==> src/rtl/path_tracer.sv <==
// path_tracer: moves a sprite point (var_x, var_y) one unit per qualified step
// along a programmable list of waypoints. Supports one-shot, loop and
// ping-pong routes, and pause. It runs only while armed by a key-switch match
// and a state-code window. Otherwise it parks at (START_X, START_Y).
//
// Ports:
//   variable_clock  movement clock, all logic on rising edge
//   reset_n         synchronous active-low reset
//   SW              switch bank, compared against KEY
//   state           top-level state code, arming window [STATE_LO, STATE_HI)
//   step            move qualifier, one action per clock with step=1
//   pause           freezes position and FSM while high
//   mode            00/11 one-shot, 01 loop, 10 ping-pong
//   wp_x, wp_y      packed waypoints, waypoint i at [i*COORD_W +: COORD_W]
//   var_x, var_y    current position
//   seg_idx         index of current target waypoint
//   dir             0 forward, 1 reverse (ping-pong)
//   done            one-shot route complete
//   moving          high in RUN while not paused
module path_tracer #(
    parameter int unsigned COORD_W  = 7,
    parameter int unsigned NUM_WP   = 6,
    parameter logic [15:0] KEY      = 16'h4345,
    parameter int unsigned STATE_LO = 2,
    parameter int unsigned STATE_HI = 18,
    parameter int unsigned START_X  = 84,
    parameter int unsigned START_Y  = 0
) (
    input  logic                          variable_clock,
    input  logic                          reset_n,
    input  logic [15:0]                   SW,
    input  logic [4:0]                    state,
    input  logic                          step,
    input  logic                          pause,
    input  logic [1:0]                    mode,
    input  logic [NUM_WP*COORD_W-1:0]     wp_x,
    input  logic [NUM_WP*COORD_W-1:0]     wp_y,
    output logic [COORD_W-1:0]            var_x,
    output logic [COORD_W-1:0]            var_y,
    output logic [$clog2(NUM_WP)-1:0]     seg_idx,
    output logic                          dir,
    output logic                          done,
    output logic                          moving
);

    localparam int unsigned SEG_W = $clog2(NUM_WP);
    localparam logic [SEG_W-1:0]   SEG_LAST   = SEG_W'(NUM_WP - 1);
    localparam logic [SEG_W-1:0]   SEG_PREV   = SEG_W'(NUM_WP - 2);
    localparam logic [SEG_W-1:0]   SEG_ONE    = SEG_W'(1);
    localparam logic [COORD_W-1:0] PARK_X     = COORD_W'(START_X);
    localparam logic [COORD_W-1:0] PARK_Y     = COORD_W'(START_Y);
    localparam logic [COORD_W-1:0] COORD_ONE  = COORD_W'(1);
    localparam logic [1:0]         MODE_LOOP  = 2'b01;
    localparam logic [1:0]         MODE_PINGP = 2'b10;

    typedef enum logic [1:0] {
        ST_IDLE = 2'd0,
        ST_RUN  = 2'd1,
        ST_SNAP = 2'd2,
        ST_HOLD = 2'd3
    } tracer_state_t;

    tracer_state_t        state_q;
    tracer_state_t        state_d;
    logic [COORD_W-1:0]   x_d;
    logic [COORD_W-1:0]   y_d;
    logic [SEG_W-1:0]     seg_d;
    logic                 dir_d;
    logic                 done_d;
    logic                 moving_d;

    logic                 arm;
    logic                 qualified;
    logic [COORD_W-1:0]   tx;
    logic [COORD_W-1:0]   ty;
    logic [COORD_W-1:0]   wp_x_arr [NUM_WP];
    logic [COORD_W-1:0]   wp_y_arr [NUM_WP];

    // Unpack the waypoint buses so the target can be read live by seg_idx.
    for (genvar i = 0; i < NUM_WP; i++) begin : g_wp
        assign wp_x_arr[i] = wp_x[i*COORD_W +: COORD_W];
        assign wp_y_arr[i] = wp_y[i*COORD_W +: COORD_W];
    end

    assign tx = wp_x_arr[seg_idx];
    assign ty = wp_y_arr[seg_idx];

    // Arming: state is unsigned and compared in 32 bits so any window bounds fit.
    assign arm = (32'(state) >= STATE_LO) && (32'(state) < STATE_HI) && (SW == KEY);

    assign qualified = step && !pause;

    // Next-state and next-output logic.
    always_comb begin
        state_d  = state_q;
        x_d      = var_x;
        y_d      = var_y;
        seg_d    = seg_idx;
        dir_d    = dir;
        done_d   = done;
        moving_d = 1'b0;

        if (!arm) begin
            state_d = ST_IDLE;
            x_d     = PARK_X;
            y_d     = PARK_Y;
            seg_d   = '0;
            dir_d   = 1'b0;
            done_d  = 1'b0;
        end else begin
            case (state_q)
                ST_IDLE: begin
                    if (!pause) begin
                        state_d = ST_RUN;
                    end
                end
                ST_RUN: begin
                    if (qualified) begin
                        // x is corrected before y, one unit per tick.
                        if (var_x != tx) begin
                            x_d = (tx > var_x) ? var_x + COORD_ONE : var_x - COORD_ONE;
                        end else if (var_y != ty) begin
                            y_d = (ty > var_y) ? var_y + COORD_ONE : var_y - COORD_ONE;
                        end else if (!dir && (seg_idx == SEG_LAST)) begin
                            // Route end: mode is only looked at here.
                            if (mode == MODE_LOOP) begin
                                state_d = ST_SNAP;
                            end else if (mode == MODE_PINGP) begin
                                dir_d = 1'b1;
                                seg_d = SEG_PREV;
                            end else begin
                                state_d = ST_HOLD;
                                done_d  = 1'b1;
                            end
                        end else if (dir && (seg_idx == '0)) begin
                            dir_d = 1'b0;
                            seg_d = SEG_ONE;
                        end else if (dir) begin
                            seg_d = seg_idx - SEG_ONE;
                        end else begin
                            seg_d = seg_idx + SEG_ONE;
                        end
                    end
                end
                ST_SNAP: begin
                    if (qualified) begin
                        x_d     = PARK_X;
                        y_d     = PARK_Y;
                        seg_d   = '0;
                        state_d = ST_RUN;
                    end
                end
                ST_HOLD: begin
                    done_d = 1'b1;
                end
                default: begin
                    state_d = ST_IDLE;
                end
            endcase
            moving_d = (state_d == ST_RUN) && !pause;
        end
    end

    // State and output registers; reset parks exactly like a disarm.
    always_ff @(posedge variable_clock) begin
        if (!reset_n) begin
            state_q <= ST_IDLE;
            var_x   <= PARK_X;
            var_y   <= PARK_Y;
            seg_idx <= '0;
            dir     <= 1'b0;
            done    <= 1'b0;
            moving  <= 1'b0;
        end else begin
            state_q <= state_d;
            var_x   <= x_d;
            var_y   <= y_d;
            seg_idx <= seg_d;
            dir     <= dir_d;
            done    <= done_d;
            moving  <= moving_d;
        end
    end

endmodule

==> config.mk <==
export PLATFORM = sky130hd
export DESIGN_NAME = path_tracer
export DESIGN_NICKNAME = d
export VERILOG_FILES = /design/src/rtl/path_tracer.sv
export SDC_FILE = /design/constraint.sdc
export NUM_CORES = 1
export LEC_CHECK = 0
export CAP_MARGIN = 20
export CELL_PAD_IN_SITES_DETAIL_PLACEMENT = 1
export CELL_PAD_IN_SITES_GLOBAL_PLACEMENT = 1
export CORE_ASPECT_RATIO = 1.2
export CORE_MARGIN = 4
export CORE_UTILIZATION = 30
export DETAILED_ROUTE_END_ITERATION = 10
export PLACE_DENSITY_LB_ADDON = 0.1
export SLEW_MARGIN = 20
export SYNTH_ARGS = -nofsm -noshare
export SYNTH_HDL_FRONTEND = slang
export SYNTH_SLANG_ARGS = --single-unit
==> constraint.sdc <==
create_clock -name variable_clock -period 12.6 [get_ports variable_clock]
set_input_delay 1.26 -clock variable_clock [delete_from_list [all_inputs] [get_ports variable_clock]]
set_output_delay 1.26 -clock variable_clock [all_outputs]
set_load 0.01 [all_outputs]
==> impl_metrics.csv <==
group,metric,value,unit
yosys,synth_top_area_share,17.76,%
cells_and_area,fin_nets,565,
floorplan,chipWidth,91.00,microns
setup_path,crit_fanout,9,
setup_path,crit_buf_inv,3,
place,dp_cells,515,
yosys,synth_area,2480,sq um
setup_path,worstSetupPathType,"input port to register",
sta,setup_tns,0,ps
cells_and_area,layout-drive-gt1-share,6.840,%
floorplan,core_area,8108,sq um
clock_tree,post_cts_buffers,0,
yosys,ys_types,47,
floorplan,die_area,9791,sq um
clock_tree,cts_resized,0,
setup_path,arrival,5240,ps
power_and_ir_drop,pwr-share-clk,28.4,%
yosys,synth.avg_cell_area,8.212,sq um
yosys,ys.flop_type,"dfxtp_1",
setup_path,start_kind,"input port",
floorplan,initial_core_util,30.59,%
place,place_congestion,0.7596,
yosys,ys_seq_elements,22,
setup_path,crit_slowest_cell,"or4_1",
power_and_ir_drop,p_sw_share,22.79,%
power_and_ir_drop,seqPwrFrac,38.5,%
setup_path,critPathTopFamily,"simple AND/OR/NAND/NOR gates",
power_and_ir_drop,comb_power_share,33.1,%
cells_and_area,design_area,3908,sq um
place,post-place-ws,7236,ps
place,hpwl,7248,microns
sta,finalCritPeriodShare,40.10,%
sta,relSlewSlack,38.71,%
global_route,grt_usage,16.79,%
sta,post-route-min-period,5053,ps
sta,hold_viol,0,
setup_path,r2r_slack,7940,ps
setup_path,worstPathRequired,12790,ps
outcome,status,"finished clean",
routing,vias,2694,
yosys,synth.area.top_cells,"dfxtp_1 (18%), ha_1 (13%), mux4_2 (13%)",
setup_path,timing.rr.end,"var_y[6]",
routing,drt_wl_total,8478,microns
yosys,synth_top_area_cell,"dfxtp_1",
global_route,gr-total-overflow,0,
sta,rsz0062_at_grt,"false",
routing,vias_per_cell,5.191,
floorplan,ioPinCount,131,
clock_tree,cts_tree,"built",
clock_tree,cts_buffer_depth,2,
yosys,yosysSeqAreaShare,17.76,%
clock_tree,clkTransAtPathRegs,80,ps
clock_tree,cts_max_level,1,
power_and_ir_drop,leakagePower,1.454,nW
clock_tree,holdBufCountCts,0,
yosys,synth_common_cells,"nand2_1 (32), nor2_1 (30), ha_1 (26)",
sta,fmax,197.9,MHz
place,placed_area,3850,sq um
yosys,synth_nets,442,
routing,wire_per_inst,16.34,microns
setup_path,crit_path_end,"var_y[6]",
setup_path,r2r-start,"seg_idx[1]",
clock_tree,ctsRootBufferMaster,"clkbuf_8",
setup_path,cpPeakStageDelay,470,ps
yosys,synth_edf_count,0,
setup_path,reg2reg_depth,15,
clock_tree,cts_sinks,22,
setup_path,crit_path_cell_trace,"clkdlybuf4s50_1, mux4_2, nand2_1, o21ai_0, ha_1, nand4_1, or2_2, o31ai_1, buf_4, inv_1, fa_1, nand2b_1, a21oi_1, o21ai_0, and3_1, or4_1, a31oi_1",
sta,fin_skew,7.037,ps
setup_path,cp.depth,17,
power_and_ir_drop,peakVddDrop,0.04092,mV
clock_tree,clk_latency,260,ps
clock_tree,cts_buffers,3,
routing,ant_nets,0,
setup_path,cp-startpoint,"wp_y[20]",
yosys,yosys_warnings,0,
global_route,grt_max_degree,36,
global_route,grt_pass1_vias,2911,
floorplan,die_y,107.6,microns
floorplan,rows,36,
cells_and_area,area_growth,57.57,%
yosys,synthCells,302,
routing,drc,0,
worst_hold_path,min_path_type,"register to register",
power_and_ir_drop,p_int,0.1390,mW
power_and_ir_drop,p_per_area,46.06,nW/um^2
sta,timing.final.ws_setup,7547,ps
run,cap_violations,0,
setup_path,critPathMostFrequentCell,"o21ai_0",
setup_path,cp-end-kind,"register",
cells_and_area,stdcell_count,519,
routing,first_pass_iters,4,
place,io_buffers,129,
cells_and_area,diodes,0,
yosys,ys_async_sr_fraction,0,%
global_route,antenna_found_initial,0,
sta,setup_viol_count_final,0,
yosys,synth_most_common_cell,"nand2_1",
sta,tightest_slew,918.1,ps
global_route,grt_pass1_wl,13400,microns
routing,drtIter0Drc,61,
sta,slew_violations,0,
power_and_ir_drop,p_sw,0.04103,mW
==> layout by cell type, fill, tap and decap left out, types with 2 or more instances in the layout <==
cell and n:
clkdlybuf4s50_1 129, nand2_1 32, nor2_1 30, ha_1 26, o21ai_0 23, inv_1 22, a21oi_1 22, dfxtp_1 21
mux2i_1 16, mux4_2 14, nand2b_1 8, nand3_1 6, a22oi_1 5, a211oi_1 4, nor2b_1 4, and3_1 4
a21o_1 4, clkbuf_8 4, nand4_1 3, xor2_1 3, xnor2_1 3, fa_1 3, nand3b_1 2, or2_2 2
o31ai_1 2, or4_4 2, nor3_1 2, o22ai_1 2, and2_1 2, o21a_1 2, or3_1 2, a32oi_1 2
a31oi_1 2, buf_4 2
==> per-stage QoR <==
stage	util, %	power (mW)	hold WS, ps
after floorplan	-	0.09145	505.7
after global placement	47.48	0.1290	453.2
after detailed placement	47.48	0.1313	468.8
after CTS	48.16	0.1840	490.4
after global routing	48.19	0.1916	513.5
final	48.19	0.1800	480.1
==> worst min-delay path by stage <==
stage	start	slack (ps)	depth (start not counted)	endpoint
2_1_floorplan	var_y[6]	510	2	var_y[6]
3_3_place_gp	done	450	1	done
3_5_place_dp	done	470	1	done
4_1_cts	done	490	1	done
5_1_grt	done	510	1	done
6_report	done	480	1	done
==> state kept, by name, indices dropped and copies added, names as in the netlist <==
| name | flops |
|---|---|
| done | 1 |
| moving | 1 |
| var_y | 7 |
| dir | 1 |
| state_q | 2 |
| var_x | 7 |
| seg_idx | 3 |
==> cell type report <==
cell class	instances	area [sq um]
clock buffer	4	55.05
fill	966	4200
inverter	22	82.58
multi-input combinational	245	1901
sequential	22	444.2
tap	95	118.9
timing repair buffer	131	1306
==> power groups by stage <==
stage	clock [mW]	combinational (mW)	sequential, mW
finish	0.0512	0.0596	0.0692
global route	0.0571	0.0652	0.0693
CTS	0.0540	0.0605	0.0694
detailed placement	0	0.0603	0.0711
global placement	0	0.0579	0.0711
floorplan	0	0.0204	0.0711
==> worst reg2reg max path, delay by kind of cell (launching register included) <==
family	cells	cell delay, ps
adder cells (fa/ha/maj)	2	700
flip-flops	1	930
buffers and inverters	2	260
AND/OR/NAND/NOR	6	1920
AO/OA/AOI/OAI	5	770
==> metal layers <==
layer,vias up,global-route usage [%],wire [microns]
met1,1278,16.42,2929
met2,62,36.24,5091
met3,8,2.867,331
met4,0,2.586,126
li1,1346,-,-
met5,-,0,0
==> kinds of logic (layout without fill, tap and decap cells) <==
family / Yosys count / in the layout / share of synthesized area, %
mux: 30 / 30 / 19.17
compound gates: 75 / 75 / 18.67
flops: 22 / 22 / 17.76
simple gates: 105 / 105 / 21.14
buf+inv: 35 / 157 / 5.601
xor+xnor: 6 / 6 / 2.119
fa+ha+maj: 29 / 29 / 15.54
Power figures use the tool's default switching activity.
